## config.mk

```make
export PLATFORM = sky130hd
export DESIGN_NAME = hs_sink_flat
export DESIGN_NICKNAME = d
export VERILOG_FILES = /design/src/rtl/hs_sink_if.sv /design/src/rtl/hs_sink.sv /design/src/flat_wrapper.sv
export SDC_FILE = /design/constraint.sdc
export NUM_CORES = 1
export LEC_CHECK = 0
export BUFFER_PORTS_ARGS = -buffer_cell sky130_fd_sc_hd__buf_4
export CORE_ASPECT_RATIO = 0.7
export CORE_MARGIN = 4
export CORE_UTILIZATION = 30
export CTS_CLUSTER_DIAMETER = 40
export CTS_CLUSTER_SIZE = 8
export DETAILED_ROUTE_END_ITERATION = 10
export MAX_ROUTING_LAYER = met4
export SLEW_MARGIN = 20
export SYNTH_ARGS = -nofsm -noshare
export SYNTH_HDL_FRONTEND = slang
export SYNTH_SLANG_ARGS = --single-unit
```

## constraint.sdc

```tcl
create_clock -name clk -period 4.3 [get_ports clk]
set_input_delay 0.215 -clock clk [delete_from_list [all_inputs] [get_ports clk]]
set_output_delay 0.215 -clock clk [all_outputs]
set_load 0.1 [all_outputs]
```

## src/rtl/hs_sink_if.sv

```systemverilog
// hs_sink_if: upstream valid/ready link plus downstream FIFO-head port of hs_sink.
// master is the side that drives upstream data and consumes the downstream head.
interface hs_sink_if #(
    parameter int DW = 16
);
    logic [DW-1:0] data;
    logic          valid;
    logic          ready;
    logic [DW-1:0] out_data;
    logic          out_valid;
    logic          out_ready;

    modport master (
        output data, valid, out_ready,
        input  ready, out_data, out_valid
    );

    modport slave (
        input  data, valid, out_ready,
        output ready, out_data, out_valid
    );
endinterface

```

## src/rtl/hs_sink.sv

```systemverilog
// hs_sink: valid/ready receive FIFO with accept/drop/sum statistics counters.
// Defining HS_SINK_SEQCHK_EN adds a sticky seq_err flag for non-increasing data.
module hs_sink #(
    parameter int DW    = 16,
    parameter int DEPTH = 4,
    parameter int CNT_W = 16,
    parameter int SUM_W = 24
) (
    input  logic             clk,
    input  logic             rst_n,
    hs_sink_if.slave         bus,
    output logic [CNT_W-1:0] acc_cnt,
    output logic [CNT_W-1:0] drop_cnt,
    output logic [SUM_W-1:0] sum
`ifdef HS_SINK_SEQCHK_EN
    ,
    output logic             seq_err
`endif
);
    localparam int          AW   = (DEPTH > 1) ? $clog2(DEPTH) : 1;
    localparam logic [AW:0] FULL = (AW+1)'(DEPTH);

    logic [DW-1:0] mem [DEPTH];
    logic [AW-1:0] wr_ptr;
    logic [AW-1:0] rd_ptr;
    logic [AW:0]   count;
    logic          push;
    logic          pop;

    // ready looks only at the registered count, never at out_ready
    assign bus.ready     = (count != FULL);
    assign bus.out_valid = (count != '0);
    assign bus.out_data  = mem[rd_ptr];

    assign push = bus.valid & bus.ready;
    assign pop  = bus.out_valid & bus.out_ready;

    always_ff @(posedge clk) begin
        if (push) begin
            mem[wr_ptr] <= bus.data;
        end
    end

    always_ff @(posedge clk) begin
        if (!rst_n) begin
            wr_ptr <= '0;
            rd_ptr <= '0;
            count  <= '0;
        end else begin
            if (push) begin
                wr_ptr <= wr_ptr + AW'(1);
            end
            if (pop) begin
                rd_ptr <= rd_ptr + AW'(1);
            end
            case ({push, pop})
                2'b10:   count <= count + (AW+1)'(1);
                2'b01:   count <= count - (AW+1)'(1);
                default: count <= count;
            endcase
        end
    end

    always_ff @(posedge clk) begin
        if (!rst_n) begin
            acc_cnt  <= '0;
            drop_cnt <= '0;
            sum      <= '0;
        end else begin
            if (push) begin
                acc_cnt <= acc_cnt + CNT_W'(1);
                sum     <= sum + SUM_W'(bus.data);
            end
            // the source does not hold data, so every refused cycle loses a word
            if (bus.valid && !bus.ready) begin
                drop_cnt <= drop_cnt + CNT_W'(1);
            end
        end
    end

`ifdef HS_SINK_SEQCHK_EN
    logic [DW-1:0] prev;
    logic          first;
    logic          wrap_ok;

    // top nibble F -> 0 is a counter rollover, not an ordering error
    assign wrap_ok = (prev[DW-1 -: 4] == 4'hF) && (bus.data[DW-1 -: 4] == 4'h0);

    always_ff @(posedge clk) begin
        if (!rst_n) begin
            prev    <= '0;
            first   <= 1'b0;
            seq_err <= 1'b0;
        end else if (push) begin
            if (first && (bus.data <= prev) && !wrap_ok) begin
                seq_err <= 1'b1;
            end
            prev  <= bus.data;
            first <= 1'b1;
        end
    end
`endif
endmodule

```

## src/flat_wrapper.sv

```systemverilog
// flat-port wrapper written by rule: the top's interface ports become plain ports
module hs_sink_flat 
#(
    parameter int DW    = 16,
    parameter int DEPTH = 4,
    parameter int CNT_W = 16,
    parameter int SUM_W = 24
)
  (clk, rst_n, acc_cnt, drop_cnt, sum, bus_data, bus_valid, bus_out_ready, bus_ready, bus_out_data, bus_out_valid);
  hs_sink_if #(.DW(DW)) bus_i ();
  input  logic clk;
  input  logic rst_n;
  output logic [CNT_W-1:0] acc_cnt;
  output logic [CNT_W-1:0] drop_cnt;
  output logic [SUM_W-1:0] sum;
  input wire logic [$bits(bus_i.data)-1:0] bus_data;
  input wire logic [$bits(bus_i.valid)-1:0] bus_valid;
  input wire logic [$bits(bus_i.out_ready)-1:0] bus_out_ready;
  output wire logic [$bits(bus_i.ready)-1:0] bus_ready;
  output wire logic [$bits(bus_i.out_data)-1:0] bus_out_data;
  output wire logic [$bits(bus_i.out_valid)-1:0] bus_out_valid;
  assign bus_i.data = bus_data;
  assign bus_i.valid = bus_valid;
  assign bus_i.out_ready = bus_out_ready;
  assign bus_ready = bus_i.ready;
  assign bus_out_data = bus_i.out_data;
  assign bus_out_valid = bus_i.out_valid;
  hs_sink #(.DW(DW), .DEPTH(DEPTH), .CNT_W(CNT_W), .SUM_W(SUM_W)) u_core (.clk(clk), .rst_n(rst_n), .bus(bus_i), .acc_cnt(acc_cnt), .drop_cnt(drop_cnt), .sum(sum));
endmodule
```

==> impl_metrics.py <==
metrics = {
    "sta": {
        "layout_min_cycle_time_ns": 2.88,
        "worst_slew_pin_slew_ns": 1.02,
        "fin_setup_tns_ns": 0,
        "finalCritPeriodShare_pct": 67.0,
        "slew_viol_final": 0,
        "final-hold-violation-count": 0,
        "slew_headroom_pct": 32.2,
        "setup_viol": 0,
        "grt_setup_unrepaired": "no",
        "max_freq_mhz": 347,
        "skew_ns": 0.00824,
    },
    "floorplanning": {
        "ios": 94,
        "initial_utilization_pct": 30.7,
        "placementRows": 42,
        "die_h_um": 125,
        "dieArea_um2": 21800,
        "die_w_um": 175,
        "core_area_um2": 19000,
    },
    "routing": {
        "drcViolationCount": 0,
        "route.vias.total": 4212,
        "post_drt_wl_per_cell_um": 15.9,
        "initialDrtViolationCount": 301,
        "dr.pass1.iters": 4,
        "ant_nets": 0,
        "routed_wl_um": 14000,
        "viasPerCell": 4.80,
    },
    "worst_hold_path": {
        "hold_depth": 1,
        "hold_start": "bus_data[14]",
        "hp-class": "input pin to register",
        "whs_endpoint": "u_core.mem[0][14]$_DFFE_PP_",
    },
    "grt": {
        "grt_max_degree": 45,
        "grt.total_usage_pct": 13.5,
        "grt_pass1_wl_um": 22300,
        "grt_use_met1_pct": 17.5,
        "antenna_found_initial": 0,
        "grt_util_met3_pct": 4.73,
        "busiest_layer": "met2",
        "globalRouteOverflowTotal": 0,
        "first_global_vias": 4193,
        "grt_use_met2_pct": 19.6,
    },
    "synthesis": {
        "synthesis.area_um2": 5850,
        "yosys.area_share.adder_pct": 5.61,
        "synthCells": 499,
        "synth.area.mux_share_pct": 8.24,
        "yosysSeqAreaShare_pct": 55.1,
        "synth_top_flop_cell": "dfxtp_1",
        "synth_xor_area_share_pct": 5.39,
        "syn_avg_cell_area_um2": 11.7,
        "synth-simple-area-share_pct": 14.3,
        "synth_cell_types": 54,
        "synth_top_family_by_area": "simple AND/OR/NAND/NOR gates",
        "syn_nets": 544,
        "async_reset_ff_share_pct": 0,
        "ys_seq_elements": 129,
        "yosys_warnings": 0,
        "synth_edf_count": 64,
        "synth_compound_area_share_pct": 9.26,
    },
    "placement": {
        "place_hpwl_um": 9750,
        "place_congestion": 0.829,
        "port_buffers": 93,
    },
    "pwr": {
        "vdd_ir_drop_max_mv": 0.229,
        "leakagePower_nw": 2.81,
        "power.density_nw_per_um2": 638,
        "report.power.total_mw": 4.75,
    },
    "flow_run": {
        "maxCapViolations": 0,
    },
    "cts": {
        "h-tree-depth": 4,
        "cts_resized": 0,
        "cts.sinks": 129,
        "insertion_delay_ns": 0.42,
        "clockBufferDepth": 2,
        "cts.clk_slew.worst_paths_ns": 0.06,
        "cts_made_buffers": 17,
        "clock-root-buffer": "clkbuf_16",
        "cts_tree": "built",
        "cts-hold-fix-buffers": 4,
        "cts_setup_buffers": 0,
    },
    "setup_path": {
        "start_kind": "register",
        "worstPathArrival_ns": 3.23,
        "ff2ff_path_depth": 9,
        "r2r_start": "u_core.count[2]$_SDFFE_PN0P_",
        "cp.required_ns": 4.65,
        "critical_path.most_common_cell": "inv_1",
        "crit_chain": "or3b_1, and2_1, inv_1, ha_1, inv_1, fa_1, xor2_1, or3_1, a21oi_1",
        "crit_type": "register to register",
        "r2r-end": "u_core.count[2]$_SDFFE_PN0P_",
        "crit_slowest_cell": "or3b_1",
        "regToRegSetupSlack_ns": 1.42,
        "end_kind": "register",
        "critPathMaxStageDelay_ns": 0.51,
        "critical_path_peak_fanout": 20,
    },
    "final_layout": {
        "n_antenna_cell": 0,
        "syn2layout_area_growth_pct": 27.2,
        "drive_gt1_share_pct": 24.8,
        "layout.nets": 646,
    },
    "outcome": {
        "status": "finished clean",
    },
}
## cell type report
type	count	area (um2)
Timing Repair Buffer	101	771
Tap cell	264	330
Inverter	10	37.5
Clock inverter	15	148
Sequential cell	129	3220
Fill cell	1832	11600
Clock buffer	17	425
Multi-Input combinational cell	342	2500
## Yosys cell counts, types with 2 or more instances
library cell	number	area share, %
buf_2	6	0.51
nor2_1	48	3.1
and3_4	2	0.39
ha_1	23	4.9
o21ai_0	23	2.0
nand3b_1	2	0.26
clkbuf_1	11	0.71
and3_1	6	0.64
xor2_1	22	3.3
dfxtp_1	65	22
edfxtp_1	64	33
o31ai_1	2	0.26
nand2b_1	6	0.64
inv_1	9	0.58
o211ai_1	2	0.26
a211oi_1	4	0.51
fa_1	2	0.68
nor3_1	5	0.43
a21o_1	5	0.64
xnor2_1	14	2.1
nand4_1	13	1.4
mux4_2	16	6.2
nand3_1	19	1.6
mux2i_1	11	1.9
a311oi_1	2	0.30
o21a_1	3	0.39
nor2b_1	2	0.21
nand2_1	44	2.8
or3_1	12	1.3
and2_1	4	0.43
and4_1	2	0.30
a21boi_1	2	0.26
a21oi_1	27	2.3
## cells by family (layout without fill, tap and decap cells)
family / count (synthesis) / count (layout)
flops: 129 / 129
buf+inv: 28 / 143
mux: 28 / 28
simple gates: 170 / 170
compound gates: 83 / 83
fa+ha+maj: 25 / 25
xor+xnor: 36 / 36
## where the power goes
part           internal [mW]  leakage (nW)  switching (mW)
clock network          0.811         0.280           0.587
registers               1.43          1.12           0.116
logic                  0.483          1.41            1.32
## placed cells by master (no fill, tap or decap), types with 6 or more instances in the layout
master	Yosys	layout
nor2_1	48	48
inv_1	9	9
or3_1	12	12
nand3_1	19	19
o21ai_0	23	23
clkbuf_16	0	17
xnor2_1	14	14
xor2_1	22	22
ha_1	23	23
mux2i_1	11	11
buf_4	0	96
dfxtp_1	65	65
nand2b_1	6	6
edfxtp_1	64	64
mux4_2	16	16
a21oi_1	27	27
nand2_1	44	44
and3_1	6	6
nand4_1	13	13
## sequential cells by signal, indices dropped and copies added (netlist names), named ones only
register         cells
u_core.mem          64
u_core.wr_ptr        2
u_core.drop_cnt     16
u_core.rd_ptr        2
u_core.sum          24
u_core.acc_cnt      16
u_core.count         3
## critical path, delay by kind of cell, from the launching register on
kind | cells | cell delay, ns
and+or+nand+nor | 3 | 1.31
adders and majority gates | 2 | 0.59
DFF | 1 | 0.37
buffers and inverters | 2 | 0.26
xor gates and xnor gates | 1 | 0.15
AOI/OAI and AO/OA | 1 | 0.14
## how the worst max path moves through the flow
stage / start / to / slack, ns / depth (start not counted)
final: u_core.count[2]$_SDFFE_PN0P_ / u_core.count[2]$_SDFFE_PN0P_ / 1.42 / 9
after global routing: u_core.count[0]$_SDFFE_PN0P_ / u_core.count[2]$_SDFFE_PN0P_ / 1.21 / 9
after CTS: u_core.count[0]$_SDFFE_PN0P_ / u_core.count[2]$_SDFFE_PN0P_ / 1.41 / 9
after detailed placement: u_core.count[0]$_SDFFE_PN0P_ / u_core.count[2]$_SDFFE_PN0P_ / 1.42 / 9
after global placement: u_core.count[0]$_SDFFE_PN0P_ / u_core.count[2]$_SDFFE_PN0P_ / 1.56 / 9
after floorplan: u_core.sum[9]$_SDFFE_PN0P_ / u_core.sum[20]$_SDFFE_PN0P_ / 1.50 / 7
## metrics by stage
stage,utilization [%],cells,setup WS (ns),hold slack [ns],area (um2)
after global placement,35.8,841,1.56,0.431,6820
after floorplan,-,499,1.50,0.314,5850
after detailed placement,35.8,841,1.42,0.432,6820
final,39.1,878,1.42,0.0189,7440
after global routing,39.1,878,1.21,0.00403,7440
after CTS,39.1,877,1.41,0.000413,7430
## metal layers
metal	vias to the layer above	part of all wire, %
li1	2043	-
met1	2042	48
met2	110	45
met3	17	5.6
met4	0	1.5
met5	-	0
(Power assumes the default switching activity.)
